===== config.mk =====
export PLATFORM = sky130hd
export DESIGN_NAME = bus_master_engine
export DESIGN_NICKNAME = d
export VERILOG_FILES = /design/src/rtl/bus_master_engine.sv
export SDC_FILE = /design/constraint.sdc
export NUM_CORES = 1
export LEC_CHECK = 0
export BUFFER_PORTS_ARGS = -buffer_cell sky130_fd_sc_hd__buf_2
export CORE_UTILIZATION = 50
export CTS_CLUSTER_DIAMETER = 100
export DETAILED_ROUTE_END_ITERATION = 12
export PLACE_DENSITY = 0.79
export RECOVER_POWER = 100
export SYNTH_ARGS = -nofsm -noshare
export SYNTH_HDL_FRONTEND = slang
export SYNTH_SLANG_ARGS = --single-unit

===== constraint.sdc =====
create_clock -name clk -period 3.2 [get_ports clk]
set_clock_uncertainty 0.2 [all_clocks]
set_input_delay 0 -clock clk [delete_from_list [all_inputs] [get_ports clk]]
set_output_delay 0 -clock clk [all_outputs]
set_load 0.02 [all_outputs]

===== src/rtl/bus_master_engine.sv =====
// Command-driven bus master for the pin_if protocol. It issues one req/ack transaction per
// accepted command and returns read data plus status on a valid/ready response port.
module bus_master_engine #(
  parameter int unsigned ADDR_WIDTH = 16,
  parameter int unsigned DW         = 8,
  parameter int unsigned TIMEOUT    = 16,
  parameter int unsigned CNT_WIDTH  = 16
) (
  input  logic                  clk,
  input  logic                  rst,
  input  logic                  cmd_valid,
  output logic                  cmd_ready,
  input  logic                  cmd_rw,
  input  logic [ADDR_WIDTH-1:0] cmd_addr,
  input  logic [DW-1:0]         cmd_wdata,
  output logic                  rsp_valid,
  input  logic                  rsp_ready,
  output logic [DW-1:0]         rsp_rdata,
  output logic [1:0]            rsp_status,
  output logic [ADDR_WIDTH-1:0] address,
  output logic [DW-1:0]         wr_data,
  output logic                  rw,
  output logic                  req,
  input  logic [DW-1:0]         rd_data,
  input  logic                  ack,
  input  logic                  err,
  output logic [CNT_WIDTH-1:0]  txn_count
);

  localparam int unsigned TW = (TIMEOUT > 1) ? $clog2(TIMEOUT) : 1;
  localparam logic [TW-1:0] TLAST = (TIMEOUT == 0) ? '0 : TW'(TIMEOUT - 1);

  localparam logic [1:0] ST_OK      = 2'b00;
  localparam logic [1:0] ST_ERR     = 2'b01;
  localparam logic [1:0] ST_TIMEOUT = 2'b10;

  typedef enum logic [1:0] {S_IDLE, S_REQ, S_RSP} state_t;

  state_t                  state_q, state_d;
  logic                    cmd_ready_q, cmd_ready_d;
  logic                    req_q, req_d;
  logic                    rw_q, rw_d;
  logic [ADDR_WIDTH-1:0]   addr_q, addr_d;
  logic [DW-1:0]           wdata_q, wdata_d;
  logic                    rsp_valid_q, rsp_valid_d;
  logic [DW-1:0]           rsp_rdata_q, rsp_rdata_d;
  logic [1:0]              rsp_status_q, rsp_status_d;
  logic [CNT_WIDTH-1:0]    cnt_q, cnt_d;
  logic [TW-1:0]           timer_q, timer_d;
  logic                    done;

  // Next-state and registered-output computation.
  always_comb begin
    state_d      = state_q;
    cmd_ready_d  = cmd_ready_q;
    req_d        = req_q;
    rw_d         = rw_q;
    addr_d       = addr_q;
    wdata_d      = wdata_q;
    rsp_valid_d  = rsp_valid_q;
    rsp_rdata_d  = rsp_rdata_q;
    rsp_status_d = rsp_status_q;
    cnt_d        = cnt_q;
    timer_d      = timer_q;
    done         = 1'b0;

    case (state_q)
      S_IDLE: begin
        if (cmd_valid && cmd_ready_q) begin
          rw_d        = cmd_rw;
          addr_d      = cmd_addr;
          wdata_d     = cmd_wdata;
          req_d       = 1'b1;
          timer_d     = '0;
          cmd_ready_d = 1'b0;
          state_d     = S_REQ;
        end
      end
      S_REQ: begin
        // err has priority over ack when both arrive together
        if (err) begin
          rsp_status_d = ST_ERR;
          rsp_rdata_d  = '0;
          done         = 1'b1;
        end else if (ack) begin
          rsp_status_d = ST_OK;
          rsp_rdata_d  = rw_q ? '0 : rd_data;
          done         = 1'b1;
        end else if ((TIMEOUT != 0) && (timer_q == TLAST)) begin
          rsp_status_d = ST_TIMEOUT;
          rsp_rdata_d  = '0;
          done         = 1'b1;
        end else begin
          timer_d = timer_q + TW'(1);
        end
        if (done) begin
          req_d       = 1'b0;
          rsp_valid_d = 1'b1;
          cnt_d       = cnt_q + CNT_WIDTH'(1);
          state_d     = S_RSP;
        end
      end
      S_RSP: begin
        if (rsp_ready) begin
          rsp_valid_d = 1'b0;
          cmd_ready_d = 1'b1;
          state_d     = S_IDLE;
        end
      end
      default: begin
        state_d     = S_IDLE;
        cmd_ready_d = 1'b1;
        req_d       = 1'b0;
        rsp_valid_d = 1'b0;
      end
    endcase
  end

  // State and output registers; reset abandons any bus cycle in flight.
  always_ff @(posedge clk) begin
    if (rst) begin
      state_q      <= S_IDLE;
      cmd_ready_q  <= 1'b1;
      req_q        <= 1'b0;
      rw_q         <= 1'b0;
      addr_q       <= '0;
      wdata_q      <= '0;
      rsp_valid_q  <= 1'b0;
      rsp_rdata_q  <= '0;
      rsp_status_q <= ST_OK;
      cnt_q        <= '0;
      timer_q      <= '0;
    end else begin
      state_q      <= state_d;
      cmd_ready_q  <= cmd_ready_d;
      req_q        <= req_d;
      rw_q         <= rw_d;
      addr_q       <= addr_d;
      wdata_q      <= wdata_d;
      rsp_valid_q  <= rsp_valid_d;
      rsp_rdata_q  <= rsp_rdata_d;
      rsp_status_q <= rsp_status_d;
      cnt_q        <= cnt_d;
      timer_q      <= timer_d;
    end
  end

  assign cmd_ready  = cmd_ready_q;
  assign req        = req_q;
  assign rw         = rw_q;
  assign address    = addr_q;
  assign wr_data    = wdata_q;
  assign rsp_valid  = rsp_valid_q;
  assign rsp_rdata  = rsp_rdata_q;
  assign rsp_status = rsp_status_q;
  assign txn_count  = cnt_q;

endmodule


# == Word level (Yosys, flattened, before mapping) ==
# Index checks and enable logic that the tools add are counted.
# word_totals
register_bits,60
in_bits,39
out_inout_bits,54
elab_cells,66
# classes
add_sub_neg,2
eq_ne,9
muxes,29
bitwise_logic,3
n_reduce_logical,12
# op_table
op,count
$mux 8,4
$add 16x1->16 const B,1
$mux 4,4
$mux 2,6
$ne 2x2->1 const B,6
$reduce_and 3->1,4
$mux 1,10
$pmux 1 s3,3
$pmux 4 s2,1
$pmux 2 s3,1
$reduce_and 2->1,3
$reduce_and 5->1,1
$add 4x1->4 const B,1
$eq 4x4->1 const B,1
$not 1->1,3
$reduce_bool 3->1,1
$eq 2x1->1 const B,1
$eq 2x2->1 const B,1
$logic_not 2->1,1
$reduce_bool 2->1,1
$logic_and 1x1->1,1

# == Longest topological paths before layout ==
# Gate-level depths: netlist of run 1.
# depth
ltp_word,7
mapped_depth,7
mapped_depth_nobuf,5

# == Least setup slack after synthesis of run 1 ==
# No wires, ideal clock.
# synth_timing
path_type,register to register
start,register timer_q[0]
end,"register rsp_rdata_q[0], in the netlist rsp_rdata[0]"
setup_ps,70
t_arrival_ps,1534
required_ps,2930
setup_slack_ps,1396
path_stages_with_launch,8
path_buffers,2
synth_period_minus_slack_ps,1804
cell_sequence,dfxtp_1 ha_1 a311o_2 buf_2 nand2_1 buf_4 nand2_1 a21oi_1
# synth_between
elab_chain_cells,3
# synth_lines
element,line,text
"start, declared",49,"logic [TW-1:0] timer_q, timer_d;"
"start signal, assigned",144,timer_q <= timer_d;
$eq 4x4->1,89,end else if ((TIMEOUT != 0) && (timer_q == TLAST)) begin
$reduce_bool 3->1 (no line),-,
$reduce_and 2->1 (no line),-,
"end signal, assigned",141,rsp_rdata_q <= rsp_rdata_d;
"end, declared",46,"logic [DW-1:0] rsp_rdata_q, rsp_rdata_d;"
# Every way passes these cells.
# A chain may end at the register's enable or synchronous reset.

# == Worst setup path after layout of run 1 ==
# Ends and elaborated chain as after synthesis.

==> flow_results.org, run 1 <==
** Run status
- Status :: finished, violations left
- The checks that failed: design-rule violations.

** CTS
- Latest clock arrival within the worst-skew pair :: ~0.33 ns
- Clock transition at the register clock pins on the worst setup and hold paths after CTS :: about 0.06 ns
- The root buffer cell chosen for the clock tree is sky130_fd_sc_hd__clkbuf_8.
- TritonCTS built the clock tree.
- TritonCTS Buffers :: 9
- Number of gates resized after CTS :: 0
- Maximum count of clock buffers along a single path :: 2
- The H-tree was split into 3 levels.
- The clock net in this run drives a total of 60 sinks.
- In this run the post-CTS setup repair buffer count came out at 0.
- Number of buffers added to fix hold violations after cts :: 45

** Layout
- Ant diodes :: 0
- Number of nets in the final layout :: 458
- Share of final-layout standard cells stronger than drive strength 1 :: between 10% and 20%
- Post-Layout Cell Count :: between 400 and 500
- After routing the design area is ~3400 um2.
- Area Overhead vs Synth :: 42.3%

** Routing
- Max Used Layer :: met4
- After the first detailed-routing iteration, the DRC count stood at ~160.
- Detailed routing placed a total of between 400 and 500 um of wire on met3.
- Avg Vias per Cell :: 5.39
- For this block, wires on met1 add up to 2940 um.
- The count of nets left with antenna violations once routing finished came out at 0.
- Post-route DRC :: 5
- Vias after detailed routing :: 2556
- WL met2 :: 3380 um
- After detailed routing, the average wire length per cell comes to approximately 15 um.
- Initial DRT Pass Iterations :: 9
- Summed over all layers, the routed wires come to between 6000 and 7000 um.

** Floorplan
- Row generation in the floorplan step produced 24 rows.
- Measured along the y axis, the die boundary spans ~71 um.
- Effective utilization at floorplan :: 53.4%
- Area of the core :: around 4500 um2
- The die covers between 5000 and 6000 um2.
- In this run the count of I/O pins placed on the die edge is a little over 90.
- Measured along the x axis, the die boundary spans 71.1 um.

** STA
- The worst path meets setup with around 0.48 ns of slack.
- Number of endpoints with negative hold slack in the final report :: 0
- Setup repair after global routing missed its margin :: no
- Setup-violating endpoint count in the final report :: 0
- Timing would allow up to between 0.3 and 0.4 GHz.
- In the final timing run, aggregate negative setup slack is 0 ns.
- The count of pins over their slew limit is 0.
- For the pin with the worst max-slew slack, the measured transition is 1.06 ns.
- Final worst path period share :: 85.0%
- The tightest hold path in the finished design has a slack of roughly 0.15 ns.
- Final min period :: around 2.7 ns
- Worst slew margin relative to its limit :: 29.0%

** Synth
- Dominant cell type by area after synthesis :: sky130_fd_sc_hd__dfxtp_1
- For this run, the leading register cell type out of synthesis is sky130_fd_sc_hd__dfxtp_1.
- The cell count after synthesis came out at 285.
- Synthesis produced a netlist with a net count of about 330.
- The commonest cells after synthesis are 66 x sky130_fd_sc_hd__nand2_1, 60 x sky130_fd_sc_hd__dfxtp_1, 45 x sky130_fd_sc_hd__a21oi_1, 20 x sky130_fd_sc_hd__nor2_1, 13 x sky130_fd_sc_hd__nand3_1.
- Largest cells by area after synthesis :: sky130_fd_sc_hd__dfxtp_1 50%, sky130_fd_sc_hd__nand2_1 10%, sky130_fd_sc_hd__a21oi_1 9.4%, sky130_fd_sc_hd__nor2_1 3.1%, sky130_fd_sc_hd__xor2_1 2.9%
- Proportion of register bits with asynchronous set or reset after synthesis :: 0%
- Sequential-to-total area share from yosys stat :: 50.3%
- The Yosys step of the flow raised 0 warnings.
- The synthesized netlist occupies a cell area of ~2400 um2.
- Number of distinct library cells after synthesis :: 39
- In this run, synthesis inferred 0 flip-flops with an integrated enable.
- Among all cell types in the netlist, the one instantiated most often is sky130_fd_sc_hd__nand2_1.
- After synthesis, the largest area contributor takes up between 50% and 60% of total cell area.
- Number of register bits inferred by synthesis :: 60
- Each instance of the synthesized netlist takes up on average roughly 8.4 um2.

** Global route
- Tot GR Track Use :: about 28%
- The initial antenna violation count is 0.
- Global-route wire length before repair :: roughly 11000 um
- The via count of the first global-routing pass was ~2400.
- Global routing finished with a remaining overflow of 0.
- Entering global routing, the biggest net connects just over 60 pins.

** Worst setup path
- The signal on the critical path passes through ha_1 > nand3_1 > a21oi_1 > nand3_1 > dlygate4sd3_1 > a21oi_1.
- Nature of the critical path startpoint :: register
- Worst-path cell with the longest stage delay :: sky130_fd_sc_hd__a21oi_1
- Worst path top cell family by delay :: compound AO/OA/AOI/OAI gates
- Critical path's largest stage delay :: 0.77 ns
- WS Path Type :: reg2reg
- The worst register-to-register path has a depth of 6.
- At the worst endpoint, the arrival time is roughly 2.8 ns.
- Kind of end point of the critical path :: register
- Worst EP required :: roughly 3.3 ns
- The number of buffers and inverters on the critical path is 1.
- Reg-to-reg critical path endpoint :: rsp_rdata[0]
- In this run the register-to-register setup slack is ~0.48 ns.
- The startpoint identified for the worst register-to-register timing path is timer_q[0].
- In this run the worst path has a maximum fanout of 11.

** Power and ir drop
- Total leakage power :: 0.00130 uW
- Maximum VDD drop :: 0.384 mV
- Dividing total power by cell area gives a power density of just under 500 nW/um2.

** Placement
- During placement, the flow inserted port buffers numbering 92.
- Including well taps, the total number of placed cells is 413.
- The congestion estimate from routability-driven global placement came to just over 0.8.
- HPWL after detailed placement :: about 3900 um
- Worst slack, placed :: 0.945 ns
- Area of placed instances :: between 2000 and 3000 um2

** Worst hold path
- Hold Crit Class :: in2reg
- Counting instances, the worst hold path has a depth of 2.
- Hold path startpoint :: rst
- The path with the worst hold slack has its endpoint at txn_count[2].

** Run
- Max-cap violations in this run came to 0.
[logic make-up after synthesis]
kind of cell,synth area share [%]
AND/OR/NAND/NOR,27.4
multiplexers,0.419
XOR/XNOR,3.67
AO/OA/AOI/OAI,13.3
buffers and inverters,3.93
flip-flops,50.3
adder cells (fa/ha/maj),1.05
[worst max path at each step]
stage | from | end | slack, ns | cells after the start
3_5_place_dp | state_q[0] | rsp_status[0] | 0.95 | 4
4_1_cts | timer_q[0] | rsp_rdata[2] | 0.56 | 6
2_1_floorplan | timer_q[0] | rsp_rdata[0] | 1.40 | 7
5_1_grt | timer_q[0] | rsp_rdata[0] | 0.32 | 6
3_3_place_gp | state_q[0] | rsp_status[0] | 1.04 | 4
6_report | timer_q[0] | rsp_rdata[0] | 0.48 | 6
[layout by cell type (no fill, tap or decap), drive strengths merged, types with 6 or more instances in the layout]
| master | synthesis | routed |
|---|---|---|
| buf | 9 | 39 |
| dfxtp | 60 | 60 |
| nand4 | 6 | 6 |
| a21oi | 45 | 45 |
| clkbuf | 8 | 65 |
| nand3 | 13 | 13 |
| nor2 | 20 | 20 |
| xor2 | 8 | 8 |
| o21ai | 8 | 8 |
| nand2 | 66 | 66 |
| dlygate4sd3 | 0 | 45 |
[state kept, by name, summed over array words and instances, names as in the netlist]
name / flops
txn_count: 16
rsp_status: 2
address: 16
rsp_rdata: 8
rsp_valid: 1
rw: 1
req: 1
cmd_ready: 1
wr_data: 8
state_q: 2
timer_q: 4
[stage by stage]
stage	power (uW)	utilization, %
2_1_floorplan	945	-
3_3_place_gp	1010	63.8
3_5_place_dp	1020	63.8
4_1_cts	1690	78.0
5_1_grt	1760	76.0
6_report	1690	76.0
[layer usage]
metal  vias up  global-route usage, %
met4         0                   12.0
li1       1238                      -
met2       119                   47.1
met3        13                   8.55
met1      1186                   34.4
met5         -                      0
[power breakdown]
group	switching (uW)	internal (uW)
logic	144	93.4
clock network	288	356
registers	24.2	780
[worst register-to-register path, delay by kind of cell (launching register included)]
| family | cells | cell delay, ns |
|---|---|---|
| adder cells (fa/ha/maj) | 1 | 0.24 |
| AND/OR/NAND/NOR | 2 | 0.30 |
| buffers and inverters | 1 | 0.61 |
| flip-flops | 1 | 0.38 |
| AO/OA/AOI/OAI | 2 | 0.91 |
[area by class of cell]
class | instances | area (um2)
Sequential cell | 60 | 1200
Multi-Input combinational cell | 205 | 1090
Timing Repair Buffer | 138 | 851
Clock inverter | 5 | 52.6
Fill cell | 345 | 1080
Tap cell | 52 | 65.1
Clock buffer | 11 | 131
Inverter | 3 | 11.3
(Power assumes the default switching activity.)
==> run 2, diff against run 1 <==
Settings changed: CORE_UTILIZATION 50 to 48, PLACE_DENSITY 0.79 to 0.76.
Clock period 3.2 ns to 2.58 ns, I/O delays scaled along.
==> run 2 against run 1 <==
The flow now finishes without violations. Register-to-register slack worse by 0.05 ns. Total power up 24%. Worst setup slack worse by 0.046 ns. Final area up 2.0%. Combinational power up 25%. Sequential power up 24%. Via count down 2.5%. Critical endpoint is now txn_count[15]. Largest power group unchanged. Highest routed layer unchanged.
==> flow_results.org, run 2 (synthesized netlist as in run 1, its figures left out) <==
** Run status
- Status :: finished clean

** Floorplan
- Placement Rows :: 25
- The region available for standard cell placement spans 4750 um2.
- For this configuration, the core starts out at a cell density of around 50%.
- The die covers ~5300 um2.
- DIE HEIGHT :: roughly 73 um
- The die is between 70 and 80 um wide.
- I/O pin count :: between 90 and 100

** Global route
- Largest net degree at the start of global routing :: 41
- Remaining global-route overflow :: 0
- Tot GR Track Use :: approximately 26%
- Global-route wire length before repair :: ~10000 um
- The initial antenna violation count came to 0.
- The via count of the first global-routing pass was approximately 2400.

** Power and ir drop
- IR analysis of the VDD net gives a maximum drop of about 0.47 mV.
- In this run the static leakage power is between 0.001 and 0.0015 uW.
- Power after layout :: 2080 uW
- Power spread over the standard cell area amounts to around 600 nW/um2.

** Routing
- Post-route DRC :: 0
- In this run, the number of DRC markers left after iteration 0 of detailed routing was roughly 140.
- The detailed router placed about 2500 vias in this run.
- Summed over all layers, the routed wires come to roughly 6600 um.
- Antenna-violating nets left :: 0
- Avg Vias per Cell :: about 5.1
- Before antenna repair, the detailed router went through 4 iterations.
- Avg WL per Cell :: approximately 13 um

** Worst setup path
- The critical path ends at txn_count[15].
- The endpoint identified for the worst register-to-register timing path is txn_count[15].
- Arrival time reported for the critical path endpoint :: between 2 and 2.5 ns
- FF-to-FF setup slack :: between 0.4 and 0.5 ns
- Traced cell by cell, the critical path runs through ha_1 > a311o_1 > nand4b_4 > or4_1 > a21oi_1.
- The worst setup path is captured at a register.
- The worst setup path is launched from a register.
- Worst Reg2Reg Path Length in Cells :: 5
- Worst EP required :: 2.63 ns
- Worst-path cell with the longest stage delay :: sky130_fd_sc_hd__a311o_1
- Maximum fanout along the worst path :: 12
- In this design, the stage delay of the slowest critical-path cell is between 0.4 and 0.5 ns.
- WS Path Type :: reg2reg
- Crit Reg-Reg Startpoint :: timer_q[0]
- Critical path origin :: timer_q[0]

** Placement
- Final weighted congestion in routability-driven placement :: ~0.78
- Area of placed instances :: between 2000 and 3000 um2
- HPWL after detailed placement :: 3900 um
- Buffers added on ports :: 92

** Worst hold path
- Counting instances, the worst hold path has a depth of 2.
- Hold Crit Class :: in2reg
- The startpoint identified for the worst hold timing path is rst.

** CTS
- Number of gates resized after CTS :: 0
- For this design, the CTS-stage hold fixing added between 40 and 50 buffers.
- The H-tree was split into 3 levels.
- The number of setup buffers added after CTS is 0.
- Clock transition at the register clock pins on the worst setup and hold paths after CTS :: ~0.06 ns
- TritonCTS Buffers :: 9
- The clock passes through at most 2 buffers.
- TritonCTS built the clock tree.
- The tree is rooted in a sky130_fd_sc_hd__clkbuf_8.
- Counting every sink on the clock net gives 60.
- The later pin in the worst-skew pair is clocked with a latency of between 0.3 and 0.4 ns.

** STA
- For this run, the top clock speed supported by timing is between 0.4 and 0.5 GHz.
- Worst slew margin relative to its limit :: between 40% and 50%
- Of the available clock period, the critical path in the final layout requires between 80% and 90%.
- Max-slew violation count :: 0
- Setup-violating endpoint count in the final report :: 0
- After routing, the total negative slack on setup checks comes to 0 ns.
- Counting I/O delays and the setup requirement, the final critical path takes about 2.1 ns.
- Setup repair after global routing left no endpoint under its margin.
- At the pin with the least slew margin, the transition time is 0.825 ns.
- Number of endpoints with negative hold slack in the final report :: 0

** Layout
- The number of antenna diodes in the final layout is 0.
- Post-route core utilization :: between 70% and 80%
- The library cell used most frequently in the layout, excluding fill and tap cells, is sky130_fd_sc_hd__nand2_1.
- In the final layout, flip-flops and latches occupy 1200 um2.
- The net count of the finished layout is approximately 460.
- After routing the design area is between 3000 and 4000 um2.
- Area Overhead vs Synth :: 45.1%
- Highest-count cells in the layout ignoring fill and taps :: 66 x sky130_fd_sc_hd__nand2_1, 60 x sky130_fd_sc_hd__dfxtp_1, 55 x sky130_fd_sc_hd__clkbuf_1, 45 x sky130_fd_sc_hd__a21oi_1, 45 x sky130_fd_sc_hd__dlygate4sd3_1
- Count of filler cells inserted in the layout :: 406
- Multi-input logic area :: between 1000 and 1500 um2
- Share of final-layout standard cells stronger than drive strength 1 :: 15.5%

** Run
- Max-cap violations in this run came to 0.
-- run 2: changes by cell type in the layout (fill, tap and decap cells not counted), sizes merged --
| cell | previous run | this run |
|---|---|---|
| buf | 39 | 43 |
| bufinv | 1 | 0 |
| clkbuf | 65 | 68 |
| clkinvlp | 1 | 0 |
| clkinv | 3 | 1 |
-- run 2: worst min path at each step --
| stage | end | slack [ns] |
|---|---|---|
| after global routing | txn_count[2] | 0.04 |
| after floorplan | address[0] | -0.06 |
| final | txn_count[5] | 0.02 |
| after global placement | address[15] | 0.04 |
| after detailed placement | address[0] | 0.05 |
| after CTS | txn_count[0] | 0.01 |
-- run 2: worst max-delay path: cells and delay by family, from the launching register on --
| family | cells | cell delay, ns |
|---|---|---|
| simple gates | 2 | 0.65 |
| fa+ha+maj | 1 | 0.22 |
| flops | 1 | 0.37 |
| compound gates | 2 | 0.64 |
-- run 2: power breakdown --
part / internal, uW / total [uW] / switching [uW]
combinational: 121 / 297 / 177
clock: 448 / 790 / 342
sequential: 968 / 996 / 28.9
total: 1540 / 2080 / 548
-- run 2: layout make-up --
type,count,share of cell area [%]
Clock buffer,14,5.27
Clock inverter,1,0.144
Inverter,3,0.325
Multi-Input combinational cell,205,31.8
Sequential cell,60,34.7
Tap cell,67,2.42
Timing Repair Buffer,142,25.4
-- run 2: layer usage --
metal | vias up | GRT usage [%] | part of all wire (%)
met3 | 14 | 6.94 | 6.3
met5 | - | 0 | 0
met4 | 0 | 13.5 | 1.9
met1 | 1141 | 29.8 | 42
li1 | 1241 | - | -
met2 | 95 | 43.7 | 49
-- run 2: stage by stage --
| step | hold WS, ns | instances | setup WS, ns |
|---|---|---|---|
| CTS | 0.00977 | 492 | 0.453 |
| global route | 0.0422 | 492 | 0.243 |
| finish | 0.0219 | 492 | 0.435 |
| global placement | 0.0398 | 432 | 0.674 |
| detailed placement | 0.0465 | 432 | 0.631 |
| floorplan | -0.0640 | 285 | 0.776 |
